### src/rtl/fu_mul_arbiter.sv
// Round-robin arbiter that shares one multi-cycle FU_mul between NUM_REQ requesters,
// holding each result with its tag until the CDB accepts it, with flush and timeout handling.
module fu_mul_arbiter #(
    parameter int unsigned NUM_REQ = 4,
    parameter int unsigned TAG_W   = 4,
    parameter int unsigned TIMEOUT = 31
) (
    input  logic                     clk,
    input  logic                     rst,
    input  logic [NUM_REQ-1:0]       req,
    input  logic [NUM_REQ*32-1:0]    req_a,
    input  logic [NUM_REQ*32-1:0]    req_b,
    input  logic [NUM_REQ*TAG_W-1:0] req_tag,
    output logic [NUM_REQ-1:0]       gnt,
    output logic                     fu_en,
    output logic [31:0]              fu_a,
    output logic [31:0]              fu_b,
    input  logic [31:0]              fu_res,
    input  logic                     fu_finish,
    output logic                     res_valid,
    output logic [31:0]              res_data,
    output logic [TAG_W-1:0]         res_tag,
    input  logic                     res_ack,
    input  logic                     flush,
    output logic                     busy,
    output logic                     err
);
    localparam int unsigned IDX_W = (NUM_REQ > 1) ? $clog2(NUM_REQ) : 1;
    localparam int unsigned CNT_W = $clog2(TIMEOUT + 1);

    typedef enum logic [2:0] {S_IDLE, S_ISSUE, S_BUSY, S_DONE, S_DRAIN} state_t;

    state_t            state;
    state_t            state_nxt;
    logic [IDX_W-1:0]  rr_ptr;
    logic [IDX_W-1:0]  win;
    logic              found;
    int unsigned       idx;
    logic [CNT_W-1:0]  cnt;
    logic              take;
    logic              waiting;
    logic              tmo;
    logic [31:0]       a_arr   [NUM_REQ];
    logic [31:0]       b_arr   [NUM_REQ];
    logic [TAG_W-1:0]  tag_arr [NUM_REQ];

    for (genvar g = 0; g < NUM_REQ; g++) begin : g_slice
        assign a_arr[g]   = req_a[g*32 +: 32];
        assign b_arr[g]   = req_b[g*32 +: 32];
        assign tag_arr[g] = req_tag[g*TAG_W +: TAG_W];
    end

    // First requester at or after rr_ptr, wrapping around.
    always_comb begin
        win   = rr_ptr;
        found = 1'b0;
        idx   = 0;
        for (int unsigned i = 0; i < NUM_REQ; i++) begin
            idx = (32'(rr_ptr) + i) % NUM_REQ;
            if (!found && req[IDX_W'(idx)]) begin
                win   = IDX_W'(idx);
                found = 1'b1;
            end
        end
    end

    assign take    = !rst && (state == S_IDLE) && !flush && (|req);
    assign gnt     = take ? (NUM_REQ'(1) << win) : '0;
    assign waiting = (state == S_BUSY) || (state == S_DRAIN);
    // cnt holds cycles elapsed since fu_en; err lands exactly TIMEOUT cycles after it.
    assign tmo     = waiting && !fu_finish && (cnt == CNT_W'(TIMEOUT - 1));

    always_comb begin
        state_nxt = state;
        case (state)
            S_IDLE:  if (take) state_nxt = S_ISSUE;
            S_ISSUE: state_nxt = flush ? S_DRAIN : S_BUSY;
            S_BUSY: begin
                if (fu_finish)  state_nxt = flush ? S_IDLE : S_DONE;
                else if (tmo)   state_nxt = S_IDLE;
                else if (flush) state_nxt = S_DRAIN;
            end
            S_DONE:  if (flush || res_ack) state_nxt = S_IDLE;
            S_DRAIN: if (fu_finish || tmo) state_nxt = S_IDLE;
            default: state_nxt = S_IDLE;
        endcase
    end

    always_ff @(posedge clk) begin
        if (rst) begin
            state     <= S_IDLE;
            rr_ptr    <= '0;
            cnt       <= '0;
            fu_en     <= 1'b0;
            fu_a      <= '0;
            fu_b      <= '0;
            res_valid <= 1'b0;
            res_data  <= '0;
            res_tag   <= '0;
            busy      <= 1'b0;
            err       <= 1'b0;
        end else begin
            state <= state_nxt;
            fu_en <= (state_nxt == S_ISSUE);
            busy  <= (state_nxt != S_IDLE);
            if (take) begin
                fu_a    <= a_arr[win];
                fu_b    <= b_arr[win];
                res_tag <= tag_arr[win];
                rr_ptr  <= (win == IDX_W'(NUM_REQ - 1)) ? '0 : win + 1'b1;
            end
            if ((state == S_ISSUE) || waiting) cnt <= cnt + 1'b1;
            else                               cnt <= '0;
            if ((state == S_BUSY) && (state_nxt == S_DONE)) begin
                res_valid <= 1'b1;
                res_data  <= fu_res;
            end else if ((state == S_DONE) && (state_nxt == S_IDLE)) begin
                res_valid <= 1'b0;
            end
            if (tmo) err <= 1'b1;
        end
    end
endmodule

### config.mk
export PLATFORM = sky130hd
export DESIGN_NAME = fu_mul_arbiter
export DESIGN_NICKNAME = d
export VERILOG_FILES = /design/src/rtl/fu_mul_arbiter.sv
export SDC_FILE = /design/constraint.sdc
export NUM_CORES = 1
export LEC_CHECK = 0
export ABC_AREA = 1
export CAP_MARGIN = 20
export CORE_AREA = 2 2 164 166
export CTS_BUF_LIST = sky130_fd_sc_hd__clkbuf_16
export CTS_CLUSTER_DIAMETER = 60
export DETAILED_ROUTE_END_ITERATION = 8
export DIE_AREA = 0 0 166 168
export PLACE_DENSITY_LB_ADDON = 0.3
export SYNTH_ARGS = -nofsm -noshare
export SYNTH_HDL_FRONTEND = slang
export SYNTH_SLANG_ARGS = --single-unit
### constraint.sdc
create_clock -name clk -period 2.2 [get_ports clk]
set_input_delay 0.44 -clock clk [delete_from_list [all_inputs] [get_ports clk]]
set_output_delay 0.44 -clock clk [all_outputs]
set_load 0.02 [all_outputs]
==> flow_metrics.env, run 1 <==
export IMPL_yosysWarnings=0
export IMPL_period_minus_slack_ns=2.60
export IMPL_vias=10200
export IMPL_power_mw=11.9
export IMPL_finalNetCount=2082
export IMPL_worst_slack_ns=-0.401
export IMPL_numPortBuffers=420
export IMPL_finalCritPeriodShare=1.18
export IMPL_std_cell_rows=60
export IMPL_synthXorXnorAreaFrac=0.00339
export IMPL_p_comb_frac=0.536
export IMPL_synthesis_area_um2=7760
export IMPL_whs_path_depth=1
export IMPL_hold_violations=0
export IMPL_setup_tns_ns=-10.39
export IMPL_min_path_type="reg2reg"
export IMPL_cts_sinks=114
export IMPL_min_from="cnt[0]$_SDFF_PP0_"
export IMPL_synthSimpleGateAreaFrac=0.543
export IMPL_ys_seq_elements=114
export IMPL_ir_worst_vdd_mv=0.487
export IMPL_drc=0
export IMPL_fp_dieH_um=168
export IMPL_r2r_slack_ns=-0.26
export IMPL_final_antenna_net_count=0
export IMPL_max_slew_margin=0.316
export IMPL_leakagePower_nw=7.02
export IMPL_wire_per_inst_um=17.4
export IMPL_grt_ovfl_total=0
export IMPL_initial_core_util=0.294
export IMPL_worst_slew_pin_slew_ns=1.03
export IMPL_grt_usage=0.223
export IMPL_intPower_mw=7.11
export IMPL_critical_path_endpoint_type="output port"
export IMPL_grt_use_met2=0.390
export IMPL_p_sw_frac=0.403
export IMPL_final_setup_skew_ns=0.0192
export IMPL_wl_um=36800
export IMPL_diodes=0
export IMPL_postPlaceCellArea_um2=12300
export IMPL_critPathRequiredTime_ns=1.76
export IMPL_die_area_um2=27900
export IMPL_drv_cap=0
export IMPL_grt_busiest_layer="met2"
export IMPL_vias_per_cell=4.80
export IMPL_grt_max_degree=83
export IMPL_cts_clk_slew_worst_paths_ns=0.07
export IMPL_synth_adder_area_share=0.00967
export IMPL_ctsHoldBuffers=0
export IMPL_drtIter0Drc=591
export IMPL_design_area_um2=14600
export IMPL_dp_cells=2044
export IMPL_pwr_density_cell_nw_per_um2=815
export IMPL_h_tree_depth=4
export IMPL_hold_ws_ns=0.464
export IMPL_tritoncts_num_buffers=17
export IMPL_pwr_share_clk=0.261
export IMPL_arrival_ns=2.16
export IMPL_criticalPathCategory="reg2out"
export IMPL_seq_area_frac_synth=0.294
export IMPL_die_w_um=166
export IMPL_syn_inst=1338
export IMPL_rsz0062_at_grt="yes"
export IMPL_cts_root_buf="clkbuf_16"
export IMPL_fmax_ghz=0.384
export IMPL_hold_path_end="cnt[0]$_SDFF_PP0_"
export IMPL_start_kind="flop"
export IMPL_dp_hpwl_um=22700
export IMPL_io_pins=421
export IMPL_synth_top_family_by_area="simple AND/OR/NAND/NOR gates"
export IMPL_maxSlewViolCount=0
export IMPL_grt_first_pass_wirelength_um=49300
export IMPL_antenna_found_initial=0
export IMPL_fin_util=0.554
export IMPL_firstDrtPassIters=6
export IMPL_clockBufferDepth=2
export IMPL_synth_compound_area_frac=0.0297
export IMPL_layout_common_cells="512 x nand2_1, 412 x clkdlybuf4s50_1, 149 x nand3_1, 122 x nand2_2, 112 x dfxtp_1"
export IMPL_core_area_um2=26400
export IMPL_setup_violations=71
export IMPL_place_ws_ns=-0.929
export IMPL_synthMuxAreaShare=0
export IMPL_final_cells=2117
export IMPL_r2r_cells=21
export IMPL_synth_nets=1657
export IMPL_worstSkewPairLatency_ns=0.42
export IMPL_grt_pass1_vias=8953
export IMPL_power_frac_seq=0.203
export IMPL_cts_tree="done"
export IMPL_rr_startpoint="rr_ptr[0]$_SDFFE_PP0P_"
export IMPL_grt_use_met1=0.260
export IMPL_crit_fanout=4
export IMPL_status="finished with violations"
export IMPL_layout_commonest_cell="nand2_1"
export IMPL_synth_cell_types=27
export IMPL_power_switching_mw=4.80
export IMPL_place_gp_congestion=0.857
export IMPL_drive_gt1_frac=0.209
export IMPL_grtUsageMet3=0.0621
export IMPL_syn_to_final_growth_pct=88.3
export IMPL_failed_checks="setup timing"
export IMPL_r2r_end="fu_b[23]$_SDFFE_PP0P_"
export IMPL_synth_area_per_cell_um2=5.80
==> routing by layer <==
layer / part of all wire / up-vias
met3: 0.077 / 82
met2: 0.49 / 483
met5: 0 / -
met4: 0.036 / 0
li1: - / 4994
met1: 0.39 / 4599
==> what timing repair did <==
action | 4_1_cts | 5_1_grt
gates resized for setup | 58 | 267
setup endpoints to repair | 75 | 75
pin swaps | 5 | 128
gates cloned | 3 | 24
buffers inserted | 0 | 15
==> kinds of logic (layout without fill, tap and decap cells) <==
logic type	Yosys count	after routing
simple gates	983	983
buf+inv	189	627
flops	114	114
compound gates	43	43
fa+ha+maj	6	6
xor+xnor	3	3
==> worst max-delay path: stages (launching register included) <==
cell       delay, ns
dfxtp_4         0.41
clkbuf_16       0.16
nand2_2         0.05
nand2_2         0.07
nand2_2         0.05
nand2_2         0.09
nand2_2         0.07
inv_2           0.07
nand2_4         0.09
a21oi_4         0.21
ha_2            0.21
inv_2           0.04
nor2_4          0.10
buf_6           0.12
==> power groups by stage <==
stage,combinational [mW],clock [mW],sequential (mW)
global placement,4.39,0,2.44
finish,6.39,3.10,2.42
global route,6.85,3.28,2.44
floorplan,2.57,0,2.70
detailed placement,4.40,0,2.45
CTS,4.73,3.18,2.41
==> final cells by class <==
class / count / area, um2
Fill cell: 2471 / 11700
Timing Repair Buffer: 499 / 5520
Multi-Input combinational cell: 1035 / 5360
Sequential cell: 114 / 2290
Tap cell: 341 / 427
Clock buffer: 17 / 425
Inverter: 96 / 369
Clock inverter: 15 / 220
==> flip-flops by register name (all words and copies together), names as in the netlist <==
| name | count |
|---|---|
| fu_a | 32 |
| fu_b | 32 |
| res_data | 32 |
| cnt | 5 |
| res_tag | 4 |
| state | 3 |
| rr_ptr | 2 |
| busy | 1 |
| err | 1 |
| fu_en | 1 |
| res_valid | 1 |
==> how the worst max path moves through the flow <==
stage / startpoint / end / slack [ns] / depth (start not counted)
2_1_floorplan: rr_ptr[0]$_SDFFE_PP0P_ / gnt[3] / 0.00009 / 15
3_3_place_gp: req[0] / gnt[2] / -0.92 / 15
3_5_place_dp: req[2] / gnt[2] / -0.93 / 15
4_1_cts: rr_ptr[0]$_SDFFE_PP0P_ / gnt[0] / -0.44 / 15
5_1_grt: rr_ptr[0]$_SDFFE_PP0P_ / gnt[3] / -0.54 / 14
6_report: rr_ptr[0]$_SDFFE_PP0P_ / gnt[3] / -0.40 / 13
==> cells in the mapped netlist <==
cell type / number / area (um2)
clkbuf_1: 30 / 113
inv_2: 5 / 18.8
a21oi_4: 1 / 16.3
xor2_1: 2 / 17.5
xnor2_1: 1 / 8.76
dfxtp_1: 114 / 2280
a31oi_1: 1 / 6.26
a21oi_1: 5 / 25.0
inv_1: 91 / 342
nor3_1: 2 / 10.0
buf_1: 1 / 3.75
buf_8: 1 / 15.0
nand3_1: 175 / 876
a211oi_1: 1 / 7.51
nor2_1: 86 / 323
buf_2: 42 / 210
buf_12: 4 / 80.1
nand2_2: 6 / 37.5
buf_4: 4 / 30.0
nand4_1: 2 / 12.5
nand2_1: 668 / 2510
ha_1: 6 / 75.1
o21ai_0: 35 / 175
nand2_4: 2 / 22.5
buf_6: 11 / 124
nand3_2: 41 / 410
nor2_4: 1 / 11.3
Power figures use the tool's default switching activity.
==> run 2: changes to the inputs <==
Settings changed: CAP_MARGIN 20 to 40.
==> results of run 2 <==
No change in the layout: final DEF, timing and power equal those of run 1.
==> variant 1 (config.mk and constraints of run 2) <==
`TAG_W`: 4 -> 6.
--- a/src/rtl/fu_mul_arbiter.sv
+++ b/src/rtl/fu_mul_arbiter.sv
@@ -2,7 +2,7 @@
 // holding each result with its tag until the CDB accepts it, with flush and timeout handling.
 module fu_mul_arbiter #(
     parameter int unsigned NUM_REQ = 4,
-    parameter int unsigned TAG_W   = 4,
+    parameter int unsigned TAG_W   = 6,
     parameter int unsigned TIMEOUT = 31
 ) (
     input  logic                     clk,
Interface: changed (resized req_tag and res_tag); port bits go from 421 to 431. No check against the original RTL was run, so the function may have changed too.
==> variant 1 against run 2 <==
- the flow still finishes with violations (negative setup slack)
- core utilization decreased by 5.5 points
- via count decreased by 2.8%
- maximum frequency decreased by 3.5%
- sequential power increased by 2%
- die area unchanged
- hold slack got worse by 0.014 ns
- final area decreased by 9.9%
- sequential cell count increased by 2
- synthesized area decreased by 2.3%
- worst setup slack got worse by 0.093 ns
- wire length decreased by 13%
- power decreased by 17%
- first-iteration DRC count decreased by 16%
- highest routed layer unchanged
==> variant 1: results (changes against run 2) <==
Status - finished, violations left (unchanged)
Failing checks - negative setup slack (unchanged)
First-pass DRT Iterations - 5 (was 6)
Switching share of power - 39.04% (was 40.31%)
Gr usage total - 21.74% (was 22.26%)
IO Port Bufs - 430 (was 420)
Met1 Wirelength - 12.78 mm (was 14.54 mm)
Hold Path Stages - 2 (was 1)
DP Wirelength - 22.71 mm (was 22.70 mm)
Met2 Routed Length - 16.08 mm (was 18.13 mm)
Sequential share of the synthesized area - 30.62% (was 29.41%)
Headroom to the max-slew limit - 41.32% (was 31.55%)
Synthesized area - 7585 um2 (was 7760 um2)
Metal3 WL - 2.439 mm (was 2.842 mm)
Comb power frac - 46.9% (was 53.6%)
Commonest cells post-synth - nand2_1, nand3_1, dfxtp_1, inv_1, nor2_1 (unchanged)
Initial antenna violation count - 3 (was 0)
Gate Count Post-Synth - 1,367 (was 1,338)
Met2 Resource Use GR - 39.80% (was 38.95%)
Worst setup margin - -0.4946 ns (was -0.4015 ns)
Register bit total from synthesis - 116 (was 114)
Setup TNS - -20.13 ns (was -10.39 ns)
# fillers - 2,696 (was 2,471)
Non-clock buffering overhead - 36.38% (was 37.80%)
Static Leak - 6.505 nW (was 7.019 nW)
Reg2reg path depth - 14 (was 21)
Switching power of the nets - 0.003847 W (was 0.004799 W)
Post_cts resized - 39 (was 58)
Buffers, non-clock - 480 (was 499)
Vias - 9,872 (was 10,158)
Setup violators final - 75 (was 71)
Final GP Congestion - 0.8878 (was 0.8573)
Post-synthesis compound-gate area fraction - 2.936% (was 2.967%)
[variant 1: changes by cell type after synthesis, sizes merged]
| cell | run 2 | this run |
|---|---|---|
| buf | 63 | 55 |
| clkbuf | 30 | 39 |
| dfxtp | 114 | 116 |
| inv | 96 | 98 |
| nand2 | 676 | 694 |
| nand3 | 216 | 222 |
[variant 1: worst min-delay path: cells and delay by family (launching register included)]
family                 cells  cell delay [ns]
flip-flops                 1             0.31
AO/OA/AOI/OAI              1             0.05
buffers and inverters      1             0.04
[variant 1: path summary, 6_finish.rpt]
kind / from / endpoint / slack, ns
setup reg to reg: rr_ptr[0]$_SDFFE_PP0P_ / res_tag[4]$_SDFFE_PP0P_ / -0.38
hold / removal: err$_SDFFE_PP0P_ / err$_SDFFE_PP0P_ / 0.45
setup / recovery: rr_ptr[0]$_SDFFE_PP0P_ / gnt[1] / -0.49
hold reg to reg: err$_SDFFE_PP0P_ / err$_SDFFE_PP0P_ / 0.45
==> variant 2 (settings of run 2) <==
Without the edit above. Re-encode `state_t` (5 states) as one-hot, 5 bits wide.
--- a/src/rtl/fu_mul_arbiter.sv
+++ b/src/rtl/fu_mul_arbiter.sv
@@ -28,7 +28,7 @@
     localparam int unsigned IDX_W = (NUM_REQ > 1) ? $clog2(NUM_REQ) : 1;
     localparam int unsigned CNT_W = $clog2(TIMEOUT + 1);
 
-    typedef enum logic [2:0] {S_IDLE, S_ISSUE, S_BUSY, S_DONE, S_DRAIN} state_t;
+    typedef enum logic [4:0] {S_IDLE = 5'b00001, S_ISSUE = 5'b00010, S_BUSY = 5'b00100, S_DONE = 5'b01000, S_DRAIN = 5'b10000} state_t;
 
     state_t            state;
     state_t            state_nxt;
Formal check against the unedited RTL: same outputs for any inputs over 4 cycles, from zero or initial values and one cycle with rst high; so few cycles prove little.
==> variant 2 against run 2 <==
- the flow still finishes with violations (negative setup slack)
- sequential cell count is 2 higher
- worst setup slack worse by 0.034 ns
- non-clock buffer count is 29 higher
- synthesized area is 2.2% lower
- final area is 2.3% lower
- combinational power is 42% higher
- wire length is 6.0% higher
- power is 20% higher
- largest power group unchanged
==> variant 2: results (changes against run 2) <==
Setup TNS - -4.346 ns (was -10.39 ns)
Critical Path Max Stage Delay - 0.42 ns
Final nets - 2,085 (was 2,082)
Share of layout cells above drive strength 1 - 13.21% (was 20.89%)
R2r setup slk - -0.12 ns (was -0.26 ns)
Setup violators final - 39 (was 71)
Hold Path Stages - 2 (was 1)
Vias in the first global route - 9,575 (was 8,953)
Clk_skew - 0.01454 ns (was 0.01917 ns)
Status - finished, violations left (unchanged)
Arrival time of data at the critical path endpoint - 2.20 ns (was 2.16 ns)
Static Leak - 6.830 nW (was 7.019 nW)
DP Wirelength - 22.80 mm (was 22.70 mm)
Syn_nets - 1,631 (was 1,657)
Initial DRC count - 652 (was 591)
Failing checks - negative setup slack (unchanged)
Vias per cell - 4.835 (was 4.798)
Measured slew at the worst slew-check pin - 0.6386 ns (was 1.027 ns)
Reg2reg path depth - 19 (was 21)
Max IR drop VDD - 0.6611 mV (was 0.4875 mV)
Initial antenna violation count - 5 (was 0)
Synth top area cells - dfxtp_1, nand2_1, nand3_1 (was nand2_1, dfxtp_1, nand3_1)
Ys Warns - 0 (unchanged)
# fillers - 2,563 (was 2,471)
Worst setup margin - -0.4351 ns (was -0.4015 ns)
Largest net degree at the start of global routing - 57 (was 83)
Distinct cells, synth - 31 (was 27)
First-pass GRT wire length - 50.91 mm (was 49.28 mm)
Commonest cells post-synth - nand2_1, nand3_1, nor2_1, dfxtp_1, inv_1 (was nand2_1, nand3_1, dfxtp_1, inv_1, nor2_1)
Sequential share of the synthesized area - 30.59% (was 29.41%)
Critical path peak fanout - 5 (was 4)
Largest regs - fu_a: 32 flops, fu_b: 32 flops, res_data: 32 flops (unchanged)
End of the critical path - gnt[3] (unchanged)
First-pass DRT Iterations - 5 (was 6)
R2r endpoint - fu_a[30]$_SDFFE_PP0P_ (was fu_b[23]$_SDFFE_PP0P_)
Gr usage total - 22.78% (was 22.26%)
Post-synth top flop - dfxtp_1 (unchanged)
CTS buffer count - 17 (unchanged)
Final GP Congestion - 0.8372 (was 0.8573)
WL/cell - 18.39 um (was 17.40 um)
Clock transition at path regs - 0.06 ns
-- variant 2: what timing repair did --
action,CTS,global route
buffers inserted,5,15
cloned,5,40
gates resized for setup,78,69
endpoints found under the setup margin,72,72
pin swaps,11,35
-- variant 2: kinds of logic after synthesis --
group                    synth area share (%)
AO/OA/AOI/OAI                           3.280
adder cells (fa/ha/maj)                0.9889
XOR/XNOR                               0.3462
buffers and inverters                   10.63
AND/OR/NAND/NOR                         54.16
flip-flops                              30.59
-- variant 2: through the flow --
stage	area (um2)	std cells	setup slack, ns	hold WS [ns]
5_1_grt	14270	2124	-0.5561	0.4889
3_3_place_gp	12130	2026	-0.9927	0.4472
2_1_floorplan	7637	1312	0.006363	0.4297
3_5_place_dp	12130	2026	-1.086	0.4425
4_1_cts	13080	2067	-0.4111	0.4529
6_report	14270	2124	-0.4351	0.4497
-- variant 2: final cells by class --
cell class,count,area share (%)
clock inverter,15,1.026
antenna,4,0.07016
clock buffer,17,2.982
timing repair buffer,528,41.82
inverter,67,1.868
tap,341,2.991
multi-input combinational,1036,32.93
sequential,116,16.31
-- variant 2: worst min-delay path by stage --
| stage | startpoint | endpoint | slack (ns) |
|---|---|---|---|
| floorplan | cnt[0]$_SDFF_PP0_ | cnt[0]$_SDFF_PP0_ | 0.43 |
| global placement | err$_SDFFE_PP0P_ | err$_SDFFE_PP0P_ | 0.45 |
| detailed placement | err$_SDFFE_PP0P_ | err$_SDFFE_PP0P_ | 0.44 |
| CTS | err$_SDFFE_PP0P_ | err$_SDFFE_PP0P_ | 0.45 |
| global route | err$_SDFFE_PP0P_ | err$_SDFFE_PP0P_ | 0.49 |
| finish | err$_SDFFE_PP0P_ | err$_SDFFE_PP0P_ | 0.45 |
-- variant 2: worst reg2reg max path: cells and delay by family (launching register included) --
family                 cells  cell delay [ns]
and+or+nand+nor           13             1.10
DFF                        1             0.42
buffers and inverters      6             0.70
-- variant 2: report_power, final --
part	internal [W]	switching, W	leakage (nW)
clock	0.00159	0.00118	0.275
combinational	0.00416	0.00494	5.61
sequential	0.00233	0.000140	0.946
total	0.00807	0.00626	6.83
-- variant 2: per-layer routing --
metal	global-route usage, %	wire length, um	vias up
met5	0	0	-
met1	25.67	15490	4686
met3	6.958	3302	77
met2	40.00	18860	490
met4	9.527	1393	0
li1	-	-	5017
